## config.mk

```make
export PLATFORM = sky130hd
export DESIGN_NAME = vga_sync_gen
export DESIGN_NICKNAME = d
export VERILOG_FILES = /design/src/rtl/vga_sync_gen.sv
export SDC_FILE = /design/constraint.sdc
export NUM_CORES = 1
export LEC_CHECK = 0
export ABC_CLOCK_PERIOD_IN_PS = 2450
export CORE_AREA = 2 2 67 69
export CTS_CLUSTER_SIZE = 30
export DETAILED_ROUTE_END_ITERATION = 12
export DIE_AREA = 0 0 69 71
export GPL_ROUTABILITY_DRIVEN = 1
export MAX_ROUTING_LAYER = met4
export PLACE_DENSITY_LB_ADDON = 0.12
export SLEW_MARGIN = 10
export SYNTH_ARGS = -nofsm -noshare
export SYNTH_HDL_FRONTEND = slang
export SYNTH_SLANG_ARGS = --single-unit
```

## constraint.sdc

```tcl
create_clock -name clk_in -period 2.45 [get_ports clk_in]
set_clock_uncertainty 0.05 [all_clocks]
set_input_delay 0.49 -clock clk_in [delete_from_list [all_inputs] [get_ports clk_in]]
set_output_delay 0.49 -clock clk_in [all_outputs]
set_load 0.005 [all_outputs]
```

## src/rtl/vga_sync_gen.sv

```systemverilog
// vga_sync_gen: 640x480@60 Hz VGA raster timing master for the Pong display.
// Produces the pixel-enable strobe, raster counters, 6-bit tile coordinates,
// sync/blank pulses delayed to line up with the registered RGB pixel, and a
// one-clock frame-start pulse.
// Build option: define PIX_DIV2_EN to derive pix_tick from clk_in / 2
// (50 MHz board clock); leave it undefined to run one pixel per clk_in.
module vga_sync_gen #(
    parameter int          H_ACTIVE     = 640,
    parameter int          H_FP         = 16,
    parameter int          H_SYNC       = 96,
    parameter int          H_BP         = 48,
    parameter int          V_ACTIVE     = 480,
    parameter int          V_FP         = 10,
    parameter int          V_SYNC       = 2,
    parameter int          V_BP         = 33,
    parameter logic [11:0] BALL_COLOR   = 12'hFFF,
    parameter logic [11:0] PADDLE_COLOR = 12'h0F0,
    parameter logic [11:0] BG_COLOR     = 12'h000
) (
    input  logic        clk_in,
    input  logic        reset,
    input  logic        disp_ball,
    input  logic        disp_paddle,
    output logic        pix_tick,
    output logic [9:0]  h_cnt,
    output logic [9:0]  v_cnt,
    output logic [5:0]  h_pos,
    output logic [5:0]  v_pos,
    output logic        hsync,
    output logic        vsync,
    output logic        video_on,
    output logic        frame_tick,
    output logic [11:0] rgb
);

    // Last counter value of each phase; the FSMs leave a phase on these.
    localparam logic [9:0] H_ACT_END  = 10'(H_ACTIVE - 1);
    localparam logic [9:0] H_FP_END   = 10'(H_ACTIVE + H_FP - 1);
    localparam logic [9:0] H_SYNC_END = 10'(H_ACTIVE + H_FP + H_SYNC - 1);
    localparam logic [9:0] H_LAST     = 10'(H_ACTIVE + H_FP + H_SYNC + H_BP - 1);
    localparam logic [9:0] V_ACT_END  = 10'(V_ACTIVE - 1);
    localparam logic [9:0] V_FP_END   = 10'(V_ACTIVE + V_FP - 1);
    localparam logic [9:0] V_SYNC_END = 10'(V_ACTIVE + V_FP + V_SYNC - 1);
    localparam logic [9:0] V_LAST     = 10'(V_ACTIVE + V_FP + V_SYNC + V_BP - 1);

    typedef enum logic [1:0] {
        PH_ACTIVE = 2'd0,
        PH_FP     = 2'd1,
        PH_SYNC   = 2'd2,
        PH_BP     = 2'd3
    } phase_t;

    logic       w_pix_tick;
    logic       w_h_last;
    logic       w_v_last;
    logic       w_line_end;
    logic       w_active_p0;

    logic [9:0] r_h_cnt;
    logic [9:0] r_v_cnt;
    phase_t     r_h_state;
    phase_t     r_v_state;
    logic       r_hsync_p0;
    logic       r_vsync_p0;
    logic       r_h_act_p0;
    logic       r_v_act_p0;
    logic       r_hsync_p1;
    logic       r_vsync_p1;
    logic       r_active_p1;
    logic       r_hsync_p2;
    logic       r_vsync_p2;
    logic       r_active_p2;
    logic [11:0] r_rgb_p2;
    logic       r_frame_tick;

    // Blanking wins, then ball over paddle, then background.
    function automatic logic [11:0] pick_color(input logic act,
                                               input logic ball,
                                               input logic paddle);
        if (!act)
            return 12'h000;
        else if (ball)
            return BALL_COLOR;
        else if (paddle)
            return PADDLE_COLOR;
        else
            return BG_COLOR;
    endfunction

`ifdef PIX_DIV2_EN
    logic r_div;

    // Divide-by-two pixel enable; low on the first cycle after reset.
    always_ff @(posedge clk_in) begin
        if (reset)
            r_div <= 1'b0;
        else
            r_div <= ~r_div;
    end

    assign w_pix_tick = r_div;
`else
    assign w_pix_tick = 1'b1;
`endif

    assign w_h_last   = (r_h_cnt == H_LAST);
    assign w_v_last   = (r_v_cnt == V_LAST);
    assign w_line_end = w_pix_tick && w_h_last;

    // Raster counters: h wraps at line end, v steps on h wrap and wraps at frame end.
    always_ff @(posedge clk_in) begin
        if (reset) begin
            r_h_cnt <= '0;
            r_v_cnt <= '0;
        end else if (w_pix_tick) begin
            if (w_h_last) begin
                r_h_cnt <= '0;
                if (w_v_last)
                    r_v_cnt <= '0;
                else
                    r_v_cnt <= r_v_cnt + 10'd1;
            end else begin
                r_h_cnt <= r_h_cnt + 10'd1;
            end
        end
    end

    // Horizontal phase FSM; sync/active flags are registered with the state.
    always_ff @(posedge clk_in) begin
        if (reset) begin
            r_h_state  <= PH_ACTIVE;
            r_hsync_p0 <= 1'b1;
            r_h_act_p0 <= 1'b1;
        end else if (w_pix_tick) begin
            case (r_h_state)
                PH_ACTIVE: if (r_h_cnt == H_ACT_END) begin
                    r_h_state  <= PH_FP;
                    r_h_act_p0 <= 1'b0;
                end
                PH_FP: if (r_h_cnt == H_FP_END) begin
                    r_h_state  <= PH_SYNC;
                    r_hsync_p0 <= 1'b0;
                end
                PH_SYNC: if (r_h_cnt == H_SYNC_END) begin
                    r_h_state  <= PH_BP;
                    r_hsync_p0 <= 1'b1;
                end
                PH_BP: if (r_h_cnt == H_LAST) begin
                    r_h_state  <= PH_ACTIVE;
                    r_h_act_p0 <= 1'b1;
                end
                default: begin
                    r_h_state  <= PH_ACTIVE;
                    r_hsync_p0 <= 1'b1;
                    r_h_act_p0 <= 1'b1;
                end
            endcase
        end
    end

    // Vertical phase FSM; advances only on the last pixel of a line.
    always_ff @(posedge clk_in) begin
        if (reset) begin
            r_v_state  <= PH_ACTIVE;
            r_vsync_p0 <= 1'b1;
            r_v_act_p0 <= 1'b1;
        end else if (w_line_end) begin
            case (r_v_state)
                PH_ACTIVE: if (r_v_cnt == V_ACT_END) begin
                    r_v_state  <= PH_FP;
                    r_v_act_p0 <= 1'b0;
                end
                PH_FP: if (r_v_cnt == V_FP_END) begin
                    r_v_state  <= PH_SYNC;
                    r_vsync_p0 <= 1'b0;
                end
                PH_SYNC: if (r_v_cnt == V_SYNC_END) begin
                    r_v_state  <= PH_BP;
                    r_vsync_p0 <= 1'b1;
                end
                PH_BP: if (r_v_cnt == V_LAST) begin
                    r_v_state  <= PH_ACTIVE;
                    r_v_act_p0 <= 1'b1;
                end
                default: begin
                    r_v_state  <= PH_ACTIVE;
                    r_vsync_p0 <= 1'b1;
                    r_v_act_p0 <= 1'b1;
                end
            endcase
        end
    end

    assign w_active_p0 = r_h_act_p0 && r_v_act_p0;

    // Stage p0 -> p1: matches the object controllers' registered hit flags.
    always_ff @(posedge clk_in) begin
        if (reset) begin
            r_hsync_p1  <= 1'b1;
            r_vsync_p1  <= 1'b1;
            r_active_p1 <= 1'b0;
        end else if (w_pix_tick) begin
            r_hsync_p1  <= r_hsync_p0;
            r_vsync_p1  <= r_vsync_p0;
            r_active_p1 <= w_active_p0;
        end
    end

    // Stage p1 -> p2: sync/blank delayed to sit beside the registered pixel.
    always_ff @(posedge clk_in) begin
        if (reset) begin
            r_hsync_p2  <= 1'b1;
            r_vsync_p2  <= 1'b1;
            r_active_p2 <= 1'b0;
        end else if (w_pix_tick) begin
            r_hsync_p2  <= r_hsync_p1;
            r_vsync_p2  <= r_vsync_p1;
            r_active_p2 <= r_active_p1;
        end
    end

    // Pixel colour register, stage p1 -> p2, using the hit flags for this pixel.
    always_ff @(posedge clk_in) begin
        if (reset)
            r_rgb_p2 <= 12'h000;
        else if (w_pix_tick)
            r_rgb_p2 <= pick_color(r_active_p1, disp_ball, disp_paddle);
    end

    // Frame-start pulse: the clock after the counters wrap from the last pixel.
    always_ff @(posedge clk_in) begin
        if (reset)
            r_frame_tick <= 1'b0;
        else
            r_frame_tick <= w_line_end && w_v_last;
    end

    assign pix_tick   = w_pix_tick;
    assign h_cnt      = r_h_cnt;
    assign v_cnt      = r_v_cnt;
    assign h_pos      = r_h_cnt[9:4];
    assign v_pos      = r_v_cnt[9:4];
    assign hsync      = r_hsync_p2;
    assign vsync      = r_vsync_p2;
    assign video_on   = r_active_p2;
    assign rgb        = r_rgb_p2;
    assign frame_tick = r_frame_tick;

endmodule

```

==> results of run 1 <==
[routing by layer]
layer  part of all wire, %  up-vias  GRT usage [%]
met4                   1.6        0           5.88
met1                    51      680           21.9
met3                   5.0        5           4.99
met5                     0        -              -
li1                      -      761              -
met2                    43       36           22.5
[area by class of cell]
cell class / instances / area share, %
well taps: 52 / 2.65
clock buffers: 7 / 3.92
multi-input cells: 134 / 39.4
repair buffers: 55 / 22.0
clock inverters: 1 / 0.204
inverters: 11 / 1.68
flip-flops and latches: 37 / 30.1
[power by group through the flow]
stage	sequential (W)	combinational, W	clock (W)
finish	0.000632	0.0000989	0.000466
global route	0.000634	0.000111	0.000509
CTS	0.000632	0.0000996	0.000483
detailed placement	0.000646	0.0000987	0
global placement	0.000645	0.0000989	0
floorplan	0.000644	0.0000632	0
[worst max-delay path by stage]
stage,start,to,slack (ps),depth (start not counted)
floorplan,r_h_state[0],r_h_state[0],530,7
global placement,v_cnt[0],r_v_act_p0,360,7
detailed placement,v_cnt[0],r_v_act_p0,340,7
CTS,v_cnt[0],r_v_act_p0,320,7
global route,v_cnt[0],r_v_act_p0,160,7
finish,r_h_state[0],r_h_state[0],340,7
[logic make-up after synthesis]
| kind of cell | Yosys count | synth area share, % |
|---|---|---|
| and+or+nand+nor | 81 | 24.1 |
| buffers and inverters | 40 | 12.3 |
| AOI/OAI and AO/OA | 20 | 8.28 |
| other | 1 | 0.192 |
| adders and majority gates | 14 | 8.99 |
| muxes | 1 | 0.513 |
| DFF | 37 | 38.0 |
| xor gates and xnor gates | 17 | 7.64 |
[Yosys cell counts, drive strengths merged (2+ instances only)]
cell type,instances
a211oi,3
a21oi,4
a221o,2
and3,5
and4,3
buf,25
clkbuf,4
dfxtp,37
ha,14
inv,11
nand2,9
nand3,10
nand4,6
nor2,21
nor2b,2
nor3,11
nor4bb,2
o21ai,2
o22ai,2
or2,3
or4b,2
xnor2,5
xor2,12
[critical path, cell delays in order (launching register included)]
cell	delay (ps)
dfxtp_1	380
inv_1	100
ha_1	240
or4b_1	540
a211oi_2	280
o22ai_1	180
nor3_1	160
a211oi_1	70
[state kept, by name, indices dropped and copies added, names as in the netlist, 2 cells and up]
name,cells
v_cnt,10
r_h_state,2
rgb,2
r_v_state,2
h_cnt,10
[stage by stage]
step	setup WS [ps]	total power, W	cell area (sq um)
3_5_place_dp	344	0.000745	2360
4_1_cts	320	0.00121	2460
3_3_place_gp	358	0.000744	2360
2_1_floorplan	531	0.000707	1950
6_report	337	0.00120	2460
5_1_grt	155	0.00125	2460
==> results.py, run 1 <==
metrics = {
    "run_status": {
        "status": "finished, final reports clean",
    },
    "synthesis": {
        "synth_edf_count": 0,
        "netlist_instances": 211,
        "synth_ff_type": "dfxtp_1",
        "netlist.area_leader.share_pct": 38.0,
        "synth_warnings": 0,
        "avgSynthCellArea_sq_um": 9.24,
        "yosys.cell_types.count": 46,
        "ys_ff_latch": 37,
        "yosys.area.top_type": "dfxtp_1",
        "ys_async_sr_fraction_pct": 0,
        "synth_fp_nets": 229,
        "netlist_area_sq_um": 1950,
        "ys_seq_area_share_pct": 38.0,
        "synthTopCellsByArea": "dfxtp_1 38%, ha_1 9.0%, buf_4 8.9%, xor2_1 5.4%, nor2_1 4.0%",
    },
    "clock_tree": {
        "clk_pin_slew_ps": 70,
        "ctsHtreeMaxLevel": 2,
        "cts_buffer_depth": 2,
        "cts_buffers": 5,
        "post_cts_buffers": 0,
        "clkLatencyLatePin_ps": 290,
        "cts.sinks": 37,
        "postCtsHoldBufs": 0,
        "ctsResizeCount": 0,
        "cts_tree": "built",
        "cts_root_buf": "clkbuf_8",
    },
    "drt": {
        "ant_nets": 0,
        "finalWirelength_um": 3760,
        "wire_per_inst_um": 12.7,
        "dr_total_vias": 1482,
        "drcViolationCount": 0,
        "drt_iter0_drc": 47,
        "drtPass1Iterations": 4,
        "vias_per_cell": 4.99,
    },
    "global_routing": {
        "antenna_found_initial": 0,
        "grt_pass1_wl_um": 6120,
        "grt-ovfl-total": 0,
        "grt_max_degree": 25,
        "grtUsageTotal_pct": 16.1,
        "grt_pass1_vias": 1262,
    },
    "power_and_ir_drop": {
        "internal_power_w": 0.000928,
        "p_switching_w": 0.000269,
        "ir_worst_vdd_mv": 0.306,
        "pwr-share-clk_pct": 38.9,
        "powerDensity_nw_per_um2": 487,
        "leakagePower_nw": 0.908,
        "switching_share_pct": 22.4,
        "power_frac_seq_pct": 52.8,
        "p_comb_share_pct": 8.3,
    },
    "min_path": {
        "holdPathStages": 1,
        "hold_path.startpoint": "r_hsync_p1",
        "whs_endpoint": "hsync",
        "min_path_type": "flop to flop",
    },
    "sta": {
        "finalCritPeriodShare_pct": 86.2,
        "rsz0062_at_grt": "false",
        "max_freq_ghz": 0.473,
        "hold_violations": 0,
        "slew_viol_final": 0,
        "timing.final.crit_period_ps": 2110,
        "finalSetupViolCount": 0,
        "tns_ps": 0,
        "holdWs_ps": 361,
    },
    "setup_path": {
        "start_kind": "flop",
        "ff2ff_setup_slack_ps": 340,
        "critPathKind": "flop to flop",
        "timing.rr.end": "r_h_state[0]",
        "r2r_start": "r_h_state[0]",
        "worstPathArrival_ps": 2230,
        "rr_worst_depth": 7,
        "critPathMaxFanout": 4,
        "crit_required_ps": 2570,
        "cp-end-kind": "flop",
    },
    "layout": {
        "layout_common_cells": "51 x clkdlybuf4s50_1, 37 x dfxtp_1, 21 x nor2_1",
        "layout-drive-gt1-share_pct": 8.98,
        "final_cell_count_no_fill": 297,
        "seq_area_sq_um": 741,
        "multi_input_area_sq_um": 970,
        "diodes": 0,
        "num-fill-cells": 386,
        "layout-area-overhead-vs-synth_pct": 26.1,
        "utilization_pct": 58.5,
        "final_common_cell": "clkdlybuf4s50_1",
        "num-nets-final": 262,
    },
    "floorplan": {
        "die_h_um": 71,
        "dieArea_sq_um": 4900,
        "start_util_pct": 46.4,
        "fp-row-count": 24,
        "dieWidth_um": 69,
        "coreArea_sq_um": 4200,
        "io_pins": 53,
    },
    "place": {
        "gp_congestion": 0.777,
        "io_buffers": 51,
        "place_inst": 289,
        "dpl.hpwl_um": 2620,
    },
    "flow_run": {
        "maxCapViolCount": 0,
    },
}
Note: power is estimated with default switching activity, not from simulation.
==> inputs of run 2 (changes only) <==
ABC_CLOCK_PERIOD_IN_PS = 2440   (was 2450)
CORE_AREA = 2 2 65 67   (was 2 2 67 69)
DIE_AREA = 0 0 67 69   (was 0 0 69 71)
GPL_ROUTABILITY_DRIVEN = 0   (was 1)
clock period = 2.44 ns   (was 2.45 ns; I/O delays follow)
==> run 2 against run 1 <==
Register-to-register slack improved by 20 ps. Clock-buffer cell count unchanged. Die area fell by 5.6%. First-iteration DRC count increased by 62%. Combinational power rose by 0.7%. Maximum frequency increased by 1.3%. Cell count is 1.3% lower. Critical path depth did not move. Worst setup slack better by 18 ps. Hold slack got worse by 3.8 ps. Cell area shrank 1.0%. Critical endpoint unchanged. Largest cell class unchanged.
==> results.py, run 2 (same netlist as run 1, synthesis figures left out) <==
metrics = {
    "run_status": {
        "status": "finished, final reports clean",
    },
    "clock_tree": {
        "cts_root_buf": "clkbuf_8",
        "post_cts_buffers": 0,
        "cts_tree": "built",
        "cts_buffers": 5,
        "clk_pin_slew_ps": 70,
        "ctsHtreeMaxLevel": 2,
        "postCtsHoldBufs": 0,
        "cts.sinks": 37,
        "clkLatencyLatePin_ps": 280,
        "cts_buffer_depth": 2,
        "ctsResizeCount": 0,
    },
    "floorplan": {
        "dieArea_sq_um": 4620,
        "die_h_um": 69,
        "dieWidth_um": 67,
        "io_pins": 53,
        "coreArea_sq_um": 3910,
        "fp-row-count": 23,
        "start_util_pct": 49.8,
    },
    "global_routing": {
        "grt-ovfl-total": 0,
        "grt_pass1_vias": 1364,
        "grt_max_degree": 25,
        "antenna_found_initial": 0,
        "grtUsageTotal_pct": 17.9,
        "grt_pass1_wl_um": 6380,
    },
    "sta": {
        "finalCritPeriodShare_pct": 85.5,
        "setup_slack_ps": 354,
        "finalSetupViolCount": 0,
        "hold_violations": 0,
        "timing.final.crit_period_ps": 2090,
        "rsz0062_at_grt": "false",
        "slew_viol_final": 0,
        "max_freq_ghz": 0.479,
        "tns_ps": 0,
    },
    "layout": {
        "num-fill-cells": 360,
        "layout-drive-gt1-share_pct": 7.82,
        "final_common_cell": "clkdlybuf4s50_1",
        "diodes": 0,
        "layout-area-overhead-vs-synth_pct": 24.8,
        "layout_common_cells": "51 x clkdlybuf4s50_1, 37 x dfxtp_1, 21 x nor2_1",
        "num-nets-final": 261,
        "multi_input_area_sq_um": 970,
        "seq_area_sq_um": 741,
    },
    "min_path": {
        "hold_path.startpoint": "r_vsync_p1",
        "min_path_type": "flop to flop",
    },
    "drt": {
        "dr_total_vias": 1532,
        "drt_iter0_drc": 76,
        "finalWirelength_um": 3820,
        "wire_per_inst_um": 13.0,
        "drtPass1Iterations": 4,
        "ant_nets": 0,
        "drcViolationCount": 0,
        "vias_per_cell": 5.23,
    },
    "power_and_ir_drop": {
        "powerDensity_nw_per_um2": 475,
        "ir_worst_vdd_mv": 0.439,
        "leakagePower_nw": 0.893,
    },
    "flow_run": {
        "maxCapViolCount": 0,
    },
    "setup_path": {
        "crit_chain": "inv_1 -> ha_1 -> or4b_1 -> a211oi_2 -> o22ai_1 -> nor3_1 -> a211oi_1",
        "critical-path-top-delay-family": "simple AND/OR/NAND/NOR gates",
        "cp-end-kind": "flop",
        "crit_start": "r_h_state[0]",
        "crit_required_ps": 2550,
        "worstPathArrival_ps": 2190,
        "crit_buf_inv": 1,
        "slowest_stage": "or4b_1",
        "critPathMaxFanout": 4,
        "cpPeakStageDelay_ps": 530,
        "start_kind": "flop",
        "r2r_start": "r_h_state[0]",
        "critPathKind": "flop to flop",
    },
    "place": {
        "dpl.hpwl_um": 2670,
        "io_buffers": 51,
        "dp_slack_ps": 371,
    },
}
==> run 2: cell count changes in the layout (fill, tap and decap cells not counted), sizes merged <==
cell / delta
buf: -1
clkinv: -1
==> run 2: metrics by stage <==
step	area (sq um)	hold slack [ps]	total power, W	utilization [%]	std cells
final	2430	357	0.00116	62.2	293
after global placement	2350	341	0.000747	60.0	286
after CTS	2430	359	0.00117	62.2	293
after detailed placement	2350	343	0.000748	60.0	286
after floorplan	1950	339	0.000710	-	211
after global routing	2430	378	0.00121	62.2	293
==> run 2: worst paths after layout <==
check            endpoint  slack [ps]  cells after the start
max          r_h_state[0]         350                      7
min reg2reg         vsync         360                      1
min                 vsync         360                      1
max reg2reg  r_h_state[0]         350                      7
==> run 2: report_power, final <==
group	internal, W	switching (W)	total, W
Sequential	0.000622	0.0000119	0.000634
Clock	0.000224	0.000199	0.000423
Combinational	0.0000543	0.0000453	0.0000996
Total	0.000901	0.000256	0.00116
==> run 2: worst register-to-register path, stage by stage (launching register included) <==
cell and delay (ps):
dfxtp_1 370, inv_1 100, ha_1 230, or4b_1 530
a211oi_2 260, o22ai_1 170, nor3_1 180, a211oi_1 70
==> run 2: layer usage <==
metal	share of wire (%)	vias up	global-route usage [%]
met4	0.58	0	3.40
met1	48	716	24.4
met3	6.4	2	4.89
met2	45	52	26.7
met5	0	-	-
li1	-	762	-
==> run 2: cell type report <==
type,count,share of cell area [%]
Clock buffer,7,3.55
Tap cell,50,2.57
Timing Repair Buffer,54,21.9
Sequential cell,37,30.4
Multi-Input combinational cell,134,39.8
Inverter,11,1.70
